## src/rtl/matrix_pkg.sv

```systemverilog
// Shared definitions for the block partitioner and the array assembler:
// word width, collect/full state type and flat-matrix indexing helpers.
package matrix_pkg;

    localparam int WORD_W = 32;

    typedef enum logic [0:0] {
        COLLECT = 1'b0,
        FULL    = 1'b1
    } state_e;

    function automatic int idx_width(input int sp);
        if (sp > 1) begin
            return $clog2(sp);
        end else begin
            return 1;
        end
    endfunction

    function automatic int elem_lsb(input int r, input int c, input int n);
        return (r * n + c) * WORD_W;
    endfunction

endpackage

```

## src/rtl/array_assembler_block_scatter.sv

```systemverilog
// Places one n_divide_ps x n_divide_ps result block at its (row, col) slot
// of the flat n x n matrix, with a per-element write-enable mask.
module block_scatter
    import matrix_pkg::*;
#(
    parameter int n           = 4,
    parameter int sqrt_p      = 2,
    parameter int n_divide_ps = 2,
    parameter int idx_w       = idx_width(sqrt_p)
) (
    input  logic [idx_w-1:0]                           i_row,
    input  logic [idx_w-1:0]                           i_col,
    input  logic [WORD_W*n_divide_ps*n_divide_ps-1:0]  i_data,
    output logic [WORD_W*n*n-1:0]                      o_wdata,
    output logic [n*n-1:0]                             o_wmask
);

    // Element (r,c) belongs to the block whose indices equal r/nd and c/nd;
    // out-of-range block indices match no element at all.
    always_comb begin
        o_wdata = '0;
        o_wmask = '0;
        for (int r = 0; r < n; r++) begin
            for (int c = 0; c < n; c++) begin
                if (((r / n_divide_ps) == int'(i_row)) && ((c / n_divide_ps) == int'(i_col))) begin
                    o_wmask[r*n+c] = 1'b1;
                    o_wdata[elem_lsb(r, c, n) +: WORD_W] =
                        i_data[elem_lsb(r % n_divide_ps, c % n_divide_ps, n_divide_ps) +: WORD_W];
                end else begin
                    o_wmask[r*n+c] = 1'b0;
                end
            end
        end
    end

endmodule

```

## src/rtl/array_assembler.sv

```systemverilog
// Gathers the sqrt_p x sqrt_p result blocks, arriving in any order, into the
// flat n x n matrix_C and hands the completed matrix over with out_valid/out_ready.
module array_assembler
    import matrix_pkg::*;
#(
    parameter int n           = 4,
    parameter int sqrt_p      = 2,
    parameter int n_divide_ps = 2,
    parameter int p           = 4,
    parameter int idx_w       = idx_width(sqrt_p)
) (
    input  logic                                      clk,
    input  logic                                      rst_n,
    input  logic                                      blk_valid,
    output logic                                      blk_ready,
    input  logic [idx_w-1:0]                          blk_row,
    input  logic [idx_w-1:0]                          blk_col,
    input  logic [WORD_W*n_divide_ps*n_divide_ps-1:0] blk_data,
    output logic [WORD_W*n*n-1:0]                     matrix_C,
    output logic                                      out_valid,
    input  logic                                      out_ready,
    output logic [$clog2(p+1)-1:0]                    blk_count,
    output logic                                      blk_err
);

    localparam int CW = $clog2(p + 1);
    localparam logic [CW-1:0] ONE_CNT  = CW'(1);
    localparam logic [CW-1:0] LAST_CNT = CW'(p - 1);

    if ((n_divide_ps * sqrt_p != n) || (p != sqrt_p * sqrt_p)) begin : g_bad_cfg
        $error("array_assembler: inconsistent n/sqrt_p/n_divide_ps/p");
    end

    state_e                 r_state;
    state_e                 w_next_state;
    logic [p-1:0]           r_bitmap;
    logic [p-1:0]           w_onehot;
    logic [CW-1:0]          r_count;
    logic [WORD_W*n*n-1:0]  r_matrix;
    logic [WORD_W*n*n-1:0]  w_wdata;
    logic [WORD_W*n*n-1:0]  w_wmask_bits;
    logic [n*n-1:0]         w_wmask;
    logic                   r_err;
    logic                   w_in_range;
    logic                   w_accept;
    logic                   w_dup;
    logic                   w_legal;
    logic                   w_last;
    logic                   w_release;

    block_scatter #(
        .n           (n),
        .sqrt_p      (sqrt_p),
        .n_divide_ps (n_divide_ps),
        .idx_w       (idx_w)
    ) u_scatter (
        .i_row   (blk_row),
        .i_col   (blk_col),
        .i_data  (blk_data),
        .o_wdata (w_wdata),
        .o_wmask (w_wmask)
    );

    // Decode the incoming block index into a one-hot bitmap position.
    always_comb begin
        w_onehot   = '0;
        w_in_range = (int'(blk_row) < sqrt_p) && (int'(blk_col) < sqrt_p);
        for (int b = 0; b < p; b++) begin
            if (w_in_range && (b == int'(blk_row) * sqrt_p + int'(blk_col))) begin
                w_onehot[b] = 1'b1;
            end else begin
                w_onehot[b] = 1'b0;
            end
        end
    end

    // Widen the element mask to bit granularity for the matrix merge.
    always_comb begin
        w_wmask_bits = '0;
        for (int e = 0; e < n * n; e++) begin
            w_wmask_bits[e*WORD_W +: WORD_W] = {WORD_W{w_wmask[e]}};
        end
    end

    assign w_accept  = blk_valid && blk_ready;
    assign w_dup     = |(w_onehot & r_bitmap);
    assign w_legal   = w_accept && w_in_range && !w_dup;
    assign w_last    = w_legal && (r_count == LAST_CNT);
    assign w_release = (r_state == FULL) && out_ready;

    // State register.
    always_ff @(posedge clk or negedge rst_n) begin
        if (!rst_n) begin
            r_state <= COLLECT;
        end else begin
            r_state <= w_next_state;
        end
    end

    // Next-state logic: fill completes the frame, consumer handshake reopens it.
    always_comb begin
        w_next_state = r_state;
        case (r_state)
            COLLECT: begin
                if (w_last) begin
                    w_next_state = FULL;
                end else begin
                    w_next_state = COLLECT;
                end
            end
            FULL: begin
                if (out_ready) begin
                    w_next_state = COLLECT;
                end else begin
                    w_next_state = FULL;
                end
            end
            default: w_next_state = COLLECT;
        endcase
    end

    // Handshake outputs, decoded from the registered state only.
    always_comb begin
        blk_ready = 1'b0;
        out_valid = 1'b0;
        case (r_state)
            COLLECT: begin
                blk_ready = 1'b1;
                out_valid = 1'b0;
            end
            FULL: begin
                blk_ready = 1'b0;
                out_valid = 1'b1;
            end
            default: begin
                blk_ready = 1'b0;
                out_valid = 1'b0;
            end
        endcase
    end

    // Bitmap, count, matrix storage and the reject pulse; matrix_C is not
    // cleared on release so the old frame stays visible until overwritten.
    always_ff @(posedge clk or negedge rst_n) begin
        if (!rst_n) begin
            r_bitmap <= '0;
            r_count  <= '0;
            r_matrix <= '0;
            r_err    <= 1'b0;
        end else begin
            r_err <= w_accept && !w_legal;
            if (w_release) begin
                r_bitmap <= '0;
                r_count  <= '0;
            end else if (w_legal) begin
                r_bitmap <= r_bitmap | w_onehot;
                r_count  <= r_count + ONE_CNT;
                r_matrix <= (r_matrix & ~w_wmask_bits) | (w_wdata & w_wmask_bits);
            end else begin
                r_bitmap <= r_bitmap;
                r_count  <= r_count;
            end
        end
    end

    assign matrix_C  = r_matrix;
    assign blk_count = r_count;
    assign blk_err   = r_err;

endmodule

```

## config.mk

```make
export PLATFORM = sky130hd
export DESIGN_NAME = array_assembler
export DESIGN_NICKNAME = d
export VERILOG_FILES = /design/src/rtl/matrix_pkg.sv /design/src/rtl/array_assembler_block_scatter.sv /design/src/rtl/array_assembler.sv
export SDC_FILE = /design/constraint.sdc
export NUM_CORES = 1
export LEC_CHECK = 0
export ABC_CLOCK_PERIOD_IN_PS = 5700
export BUFFER_PORTS_ARGS = -buffer_cell sky130_fd_sc_hd__buf_2
export CORE_AREA = 5 5 224 313
export DETAILED_ROUTE_END_ITERATION = 12
export DIE_AREA = 0 0 229 318
export PLACE_DENSITY = 0.6
export SETUP_SLACK_MARGIN = 0.05
export SLEW_MARGIN = 40
export SYNTH_ARGS = -nofsm -noshare
export SYNTH_HDL_FRONTEND = slang
export SYNTH_SLANG_ARGS = --single-unit
```

## constraint.sdc

```tcl
create_clock -name clk -period 5.7 [get_ports clk]
set_input_delay 0.57 -clock clk [delete_from_list [all_inputs] [get_ports clk]]
set_output_delay 0.57 -clock clk [all_outputs]
set_load 0.02 [all_outputs]
```

# [Word level (Yosys, flattened, before mapping)]
# Cells that the tools add are included.
[totals] register_bits=521 inputBits=134 out_inout_bits=518 elab_cells=69
[op_classes] addsub=2 n_eq_ne=4 n_mux=33 n_bitwise=10 reduce_logical=15
[op_table] operator="$and A512 B512 Y512" n=2
[op_table] operator="$mux W32" n=16
[op_table] operator="$not A512 Y512" n=1
[op_table] operator="$or A512 B512 Y512" n=1
[op_table] operator="$eq A2 B32 Y1 const A" n=1
[op_table] operator="$eq A3 B32 Y1 const A" n=1
[op_table] operator="$logic_not A32 Y1" n=1
[op_table] operator="$mux W1" n=10
[op_table] operator="$logic_and A1 B1 Y1" n=9
[op_table] operator="$mux W4" n=2
[op_table] operator="$mux W3" n=2
[op_table] operator="$pmux W1 S2" n=3
[op_table] operator="$and A4 B4 Y4" n=1
[op_table] operator="$not A1 Y1" n=4
[op_table] operator="$or A4 B4 Y4" n=1
[op_table] operator="$reduce_or A4 Y1" n=1
[op_table] operator="$add A2 B1 Y3" n=1
[op_table] operator="$add A3 B1 Y3 const B" n=1
[op_table] operator="$eq A2 B3 Y1 const A" n=1
[op_table] operator="$eq A3 B2 Y1 const B" n=1
[op_table] operator="$logic_not A1 Y1" n=2
[op_table] operator="$reduce_and A2 Y1" n=1
[op_table] operator="$reduce_bool A2 Y1" n=1

# [Logic depth before layout (Yosys ltp)]
# Gate-level depths: netlist of the first run.
[depth] word_depth=10 ltp_mapped=5 depth_no_buf=3

# [Modules after synthesis]
# Synthesis of the first run repeated with hierarchy kept, for this count alone.
[unflattened] cells_unflattened=1814 area_unflattened_um2=24715.0
[by_module_without_submodules] module="array_assembler" instances=1 cells_each=1172 area_per_inst_um2=20001.7 seq_area_each_um2=13037.5
[by_module_without_submodules] module="block_scatter" instances=1 cells_each=642 area_per_inst_um2=4713.3 seq_area_each_um2=0.0

# [Worst setup path before layout of the first run]
# OpenSTA, ideal clock, no wires.
[synth_path] path_kind="input port to flip-flop" start="in blk_row" end="reg with a tool-made name" setup_ns=0.125 arrival_time_ns=1.962 t_required_ns=5.575 slack_ns=3.613 cell_stages=5 path_buffers=2 path_cell_list="or3b_1 or3b_4 buf_8 buf_6 mux2_4"
[synth_lines] item="start, declared" line="array_assembler.sv:16" rtl="input logic [idx_w-1:0] blk_row,"

==> out/summary.md, run 1 <==
• RSZ-0062 raised after global routing: false
• total CTS buffers: 50
• transition time at the pin with the least slew margin: 0.815 ns
• starting DRC count in detailed routing: 541
• antenna violations before repair: 4
• highest achievable clock rate: 0.374 GHz
• via count of the routed design: 12.2k
• total negative slack: 0 ns
• Post-Route Hold Slack: 0.180 ns
• area share of the leading cell type in the synthesized netlist: 65.7%
• number of fill cells: 6342
• final HPWL from detailed placement: 40000 um
• overall power consumption: 16.9 mW
• count of final max-slew check failures: 0
• final-report setup violation count: 0
• most common cell after layout, fill and taps aside: sky130_fd_sc_hd__buf_2
• total standard cell area after synthesis: 0.0198 mm^2
• NumNets Final: 1924
• share of the yosys chip area belonging to registers: 65.7%
• number of warning messages in the yosys log: 0
• Root Buffer Master: sky130_fd_sc_hd__clkbuf_16
• area inside the core boundary: 0.0672 mm^2
• sink count of the clock tree: 521
• CTS clock-pin slew for the worst setup and hold paths: 0.06 ns
• wire length on met3: 4170 um
• clock tree from TritonCTS: yes
• dominant cell type by area after synthesis: sky130_fd_sc_hd__dfrtp_1
• worst supply voltage drop on vdd: 343 uV
• number of nets with antenna violations after routing: 0
• starting utilization of the core area: 29.6%
• M1 WL: 21800 um
• status: finished clean
• top library cells by usage in the layout, fill and taps aside: sky130_fd_sc_hd__buf_2, sky130_fd_sc_hd__dfrtp_1, sky130_fd_sc_hd__mux2_2, sky130_fd_sc_hd__mux2_4, sky130_fd_sc_hd__clkbuf_16
• Final Critical Period: 2.67 ns
• worst clock skew: 0.0213 ns
• remaining global-route overflow: 0
• Worst slew margin: 45.7%
• P&R area growth vs syn: 29.5%
• classification of the worst setup path: reg2reg
• finished layout cell area: 0.0257 mm^2
• placer's final routability congestion estimate: 0.786
• number of buffer and inverter instances along the worst setup path: 2
• post-CTS setup buffer count: 0
• Unique masters post-synth: 24
• number of placement rows: 113
• highest signal layer in the routed design: met5
• top cell family by delay on the critical path: buffers and inverters
• count of mapped cells out of synthesis: 1122
• IO Pins: 652
• Placed Area: 0.0240 mm^2
• kind of capture point of the worst setup path: flip-flop
• Cell Count, Final, Fillers Out: 2685
• largest driver fanout on the critical path: 46
• Synth Area per Inst: 17.7 um^2
• cells along the critical path: nand3b_1, nor3b_2, buf_4, buf_4, mux2_2
• synthesized flop and latch total: 521
• Worst Path Required: 6.16 ns
• worst-path cell with the longest stage delay: sky130_fd_sc_hd__buf_4
• Slowest Stage Delay on Critical Path: 0.65 ns
• instance count after placement with tap cells included: 2593
• fraction of layout cells with a size suffix above 1: 69.4%
• drt first pass iters: 4
• largest net degree at the start of global routing: 154
• via/cell ratio: 4.55
• CTS H-tree depth: 2
• Avg WL per Cell: 20.9 um
• die boundary width: 229 um
• die extent in y: 318 um
• count of unresolved DRC violations after routing: 0
• Startpoint Class: flip-flop
• class of the tightest hold or removal check: in2reg
• total of buffers placed on input and output ports: 651
• number of buffers on the longest clock path: 3
• nets in the synthesized netlist: 1258
• final hold viol count: 0
• wire length after detailed routing: 56000 um
• final cycle utilization of the critical path: 46.9%
• Overall Global Routing Usage: 14.8%
• leakage power: 12.9 nW
• Total Die Area: 0.0728 mm^2
• PwrDens: 657 mW/mm^2
• arrival time of data at the critical path endpoint: 3.14 ns
• Crit path top cell by count: sky130_fd_sc_hd__buf_4
• wire length of the first global-routing pass: 85600 um
• most area-consuming cells after synthesis: sky130_fd_sc_hd__dfrtp_1, sky130_fd_sc_hd__mux2_2, sky130_fd_sc_hd__mux2_4
• MaxCap Viol Count: 0
• via count of the first global-routing pass: 13.4k
• insertion delay to the later sink of the worst-skew pair: 0.59 ns
• met2 wire length: 28300 um
## per-layer routing
| metal | track usage (%) | vias up |
|---|---|---|
| met5 | 0 | - |
| met4 | 5.15 | 2 |
| met3 | 4.59 | 100 |
| met2 | 25.5 | 482 |
| met1 | 17.5 | 6340 |
| li1 | - | 5305 |
## stage by stage
stage / utilization (%) / setup WS, ns
after floorplan: - / 3.61
after global placement: 35.6 / 2.84
after detailed placement: 35.7 / 2.78
after CTS: 38.1 / 3.00
after global routing: 38.3 / 2.90
final: 38.3 / 3.03
## cell type report
cell class / instances / area (um^2) / share of cell area (%)
inverter: 7 / 26.3 / 0.102
sequential: 521 / 13000 / 50.7
tap: 862 / 1080 / 4.20
multi-input combinational: 538 / 6360 / 24.8
clock buffer: 74 / 1510 / 5.89
clock inverter: 10 / 114 / 0.443
timing repair buffer: 670 / 3560 / 13.9
antenna: 3 / 7.51 / 0.0292
## worst reg2reg max path, stage by stage (launching register included)
cell                       delay, ns
sky130_fd_sc_hd__dfrtp_1        0.45
sky130_fd_sc_hd__nand3b_1       0.28
sky130_fd_sc_hd__nor3b_2        0.28
sky130_fd_sc_hd__buf_4          0.39
sky130_fd_sc_hd__buf_4          0.67
sky130_fd_sc_hd__mux2_2         0.47
## path summary, 6_finish.rpt
path | from | to | slack (ns) | depth (start not counted)
max in group asynchronous | rst_n | asynchronous set/reset pin | 3.62 | 5
min reg2reg | flip-flop | flip-flop | 0.50 | 1
max reg2reg | r_state$_DFF_PN0_ | flip-flop | 3.03 | 5
min in group asynchronous | rst_n | asynchronous set/reset pin | 0.46 | 2
min | out_ready | r_state$_DFF_PN0_ | 0.18 | 2
max | r_state$_DFF_PN0_ | flip-flop | 3.03 | 5
## synth_stat cells
| master | number |
|---|---|
| sky130_fd_sc_hd__buf_1 | 1 |
| sky130_fd_sc_hd__inv_1 | 7 |
| sky130_fd_sc_hd__or3_4 | 1 |
| sky130_fd_sc_hd__ha_1 | 2 |
| sky130_fd_sc_hd__o21a_1 | 1 |
| sky130_fd_sc_hd__mux2i_1 | 3 |
| sky130_fd_sc_hd__buf_2 | 25 |
| sky130_fd_sc_hd__o2bb2ai_1 | 1 |
| sky130_fd_sc_hd__mux2_4 | 101 |
| sky130_fd_sc_hd__mux2_2 | 413 |
| sky130_fd_sc_hd__nor2_1 | 2 |
| sky130_fd_sc_hd__nand3b_1 | 1 |
| sky130_fd_sc_hd__buf_6 | 24 |
| sky130_fd_sc_hd__or3b_1 | 1 |
| sky130_fd_sc_hd__a21boi_0 | 3 |
| sky130_fd_sc_hd__nand2_1 | 4 |
| sky130_fd_sc_hd__dfrtp_1 | 521 |
| sky130_fd_sc_hd__nor3b_1 | 1 |
| sky130_fd_sc_hd__nor4b_1 | 1 |
| sky130_fd_sc_hd__clkbuf_1 | 5 |
| sky130_fd_sc_hd__buf_8 | 1 |
| sky130_fd_sc_hd__or3_1 | 1 |
| sky130_fd_sc_hd__or3b_4 | 1 |
| sky130_fd_sc_hd__o22ai_1 | 1 |
## cells by family (layout without fill, tap and decap cells)
logic type	after synthesis	after routing	synth area share, %
AOI/OAI and AO/OA	6	6	0.227
adders and majority gates	2	2	0.126
buffers and inverters	63	761	2.31
DFF	521	521	65.7
muxes	517	517	31.2
other	0	3	0
and+or+nand+nor	13	13	0.422
## power breakdown
| part | leakage, nW | switching, mW | internal, mW | total, mW |
|---|---|---|---|---|
| clock | 0.803 | 1.41 | 1.91 | 3.32 |
| sequential | 6.31 | 0.997 | 5.53 | 6.53 |
| combinational | 5.74 | 4.13 | 2.91 | 7.04 |
| total | 12.9 | 6.53 | 10.4 | 16.9 |
## what timing repair did
| item | CTS | global route |
|---|---|---|
| resized for setup | 0 | 0 |
| hold buffers | 0 | 1 |
| endpoints found under the hold margin | 0 | 35 |
No activity file was read; power rests on OpenSTA's default activity.
==> run 2: changes to the inputs <==
Settings changed: ABC_CLOCK_PERIOD_IN_PS 5700 to 2600.
Clock period 5.7 ns to 2.6 ns, I/O delays scaled along.
==> out/summary.md, run 2 (synthesis results as in run 1) <==
• status: finished clean
• proportion of power drawn by the clock network: 19.1%, -0.6 points
• ANT cells: 0, -3
• worst supply voltage drop on vdd: 712 uV, +110%
• largest driver fanout on the critical path: 56, +22%
• Startpoint Class: flip-flop
• top library cells by usage in the layout, fill and taps aside: sky130_fd_sc_hd__buf_2, sky130_fd_sc_hd__dfrtp_1, sky130_fd_sc_hd__mux2_2, sky130_fd_sc_hd__dlygate4sd3_1, sky130_fd_sc_hd__mux2_4
• number of buffer and inverter instances along the worst setup path: 2, unchanged
• wire length of the first global-routing pass: 89400 um, +4.4%
• IO Pins: 652, unchanged
• fraction of layout cells with a size suffix above 1: 64.8%, -4.6 points
• wire length on met3: 4280 um, +2.8%
• antenna violations before repair: 3, -1
• Avg WL per Cell: 20.3 um, -2.6%
• starting DRC count in detailed routing: 502, -7.2%
• most common cell after layout, fill and taps aside: sky130_fd_sc_hd__buf_2
• net switching power of the design: 14.3 mW, +120%
• cells along the critical path: or3b_1, or3b_4, buf_12, buf_16, mux2_4
• sink count of the clock tree: 521, unchanged
• via count of the routed design: 12.7k, +3.8%
• Worst slew margin: 55.1%, +9.5 points
• worst slack after detailed placement: 0.263 ns, -2.52 ns
• leakage power: 13.5 nW, +4.8%
• met2 wire length: 28500 um, +0.66%
• remaining global-route overflow: 0, unchanged
• clock tree from TritonCTS: yes
• number of cells on the worst hold path: 2, unchanged
• transition time at the pin with the least slew margin: 0.673 ns, -0.142 ns
• Root Buffer Master: sky130_fd_sc_hd__clkbuf_16
• highest signal layer in the routed design: met5
• wire length after detailed routing: 57500 um, +2.7%
• M1 WL: 22400 um, +3.0%
• NumNets Final: 2070, +7.6%
• worst-path cell with the longest stage delay: sky130_fd_sc_hd__dfrtp_1
• drt first pass iters: 6, +2
• PwrDens: 1360 mW/mm^2, +110%
• total CTS buffers: 51, +2.0%
• count of final max-slew check failures: 0, unchanged
• Worst Path Required: 3.07 ns, -3.09 ns
• MaxCap Viol Count: 0, unchanged
• final-report setup violation count: 0, unchanged
• RSZ-0062 raised after global routing: false
• final HPWL from detailed placement: 40900 um, +2.2%
• starting utilization of the core area: 29.6%, unchanged
• area inside the core boundary: 0.0672 mm^2, unchanged
• number of fill cells: 6260, -1.3%
• class of the tightest hold or removal check: in2reg
• CTS clock-pin slew for the worst setup and hold paths: 0.06 ns, about the same
• classification of the worst setup path: reg2reg
• part of the total power dissipated in sequential elements: 38.6%, about the same
• die extent in y: 318 um, unchanged
• worst path setup slack after routing: 0.190 ns, -2.84 ns
• combinational fraction of design power: 42.3%, +0.6 points
• kind of capture point of the worst setup path: flip-flop
• CTS H-tree depth: 2, unchanged
• Switching Fraction: 38.8%, +0.084 points
• total negative slack: 0 ns, unchanged
• count of unresolved DRC violations after routing: 0, unchanged
• die boundary width: 229 um, unchanged
• via/cell ratio: 4.48, -1.6%
• via count of the first global-routing pass: 14.4k, +7.9%
• Worst Reg-to-Reg Cells: 5, unchanged
• Total Die Area: 0.0728 mm^2, unchanged
• Post-Route Hold Slack: 0.0302 ns, -0.150 ns
• Final Critical Period: 2.41 ns, -0.263 ns
• final hold viol count: 0, unchanged
• arrival time of data at the critical path endpoint: 2.88 ns, -0.26 ns
• final cycle utilization of the critical path: 92.7%, +46 points
• highest achievable clock rate: 0.415 GHz, +11%
• cell-internal power: 22.7 mW, +120%
• Crit path depth: 5, unchanged
• number of nets with antenna violations after routing: 0, unchanged
• number of buffers on the longest clock path: 3, unchanged
• total of buffers placed on input and output ports: 651, unchanged
• worst clock skew: 0.0195 ns, -0.00177 ns
• cts repair resizes: 0, unchanged
• largest net degree at the start of global routing: 95, -38%
• top cell family by delay on the critical path: simple AND/OR/NAND/NOR gates
• number of placement rows: 113, unchanged
• insertion delay to the later sink of the worst-skew pair: 0.59 ns, about the same
• Slowest Stage Delay on Critical Path: 0.42 ns, -0.23 ns
• P&R area growth vs syn: 36.8%
• placer's final routability congestion estimate: 0.821, +4.4%
• Overall Global Routing Usage: 15.4%, +0.63 points
-- run 2: path summary, 6_finish.rpt --
path	from	end	slack (ns)
min in group asynchronous	rst_n	asynchronous set/reset pin	0.27
worst max-delay path	r_state$_DFF_PN0_	flip-flop	0.19
worst max register to register	r_state$_DFF_PN0_	flip-flop	0.19
worst min register to register	flip-flop	flip-flop	0.50
worst min-delay path	blk_data[28]	flip-flop	0.03
max in group asynchronous	rst_n	asynchronous set/reset pin	1.49
-- run 2: through the flow --
step | util, % | area [um^2] | power (mW) | instances
after global placement | 36.1 | 24200 | 29.7 | 2612
final | 40.4 | 27100 | 37.0 | 2833
after floorplan | - | 19800 | 23.7 | 1122
after CTS | 40.4 | 27100 | 37.5 | 2833
after global routing | 40.4 | 27100 | 39.0 | 2833
after detailed placement | 36.1 | 24300 | 30.1 | 2613
-- run 2: layer usage --
metal	vias to the layer above	GRT usage (%)
li1	5593	-
met1	6474	18.1
met2	495	26.4
met3	133	4.66
met4	2	6.28
met5	-	0
-- run 2: final cells by class --
class                      count  area, um^2  share of cell area, %
inverter                       7        26.3                 0.0968
sequential                   521       13000                   48.0
clock inverter                10        60.1                  0.221
tap                          862        1080                   3.97
multi-input combinational    538        6360                   23.4
timing repair buffer         815        5070                   18.7
clock buffer                  80        1520                   5.58
-- run 2: power groups by stage --
stage / Sequential (mW) / Combinational (mW) / Clock [mW]
2_1_floorplan: 19.1 / 4.51 / 0
3_3_place_gp: 14.2 / 15.5 / 0
3_5_place_dp: 14.4 / 15.7 / 0
4_1_cts: 14.3 / 15.9 / 7.31
5_1_grt: 14.8 / 16.6 / 7.64
6_report: 14.3 / 15.7 / 7.07
-- run 2: what timing repair did --
action / in CTS / in global routing
buffers inserted: 0 / 0
hold buffers: 130 / 0
hold endpoints to repair: 548 / 0
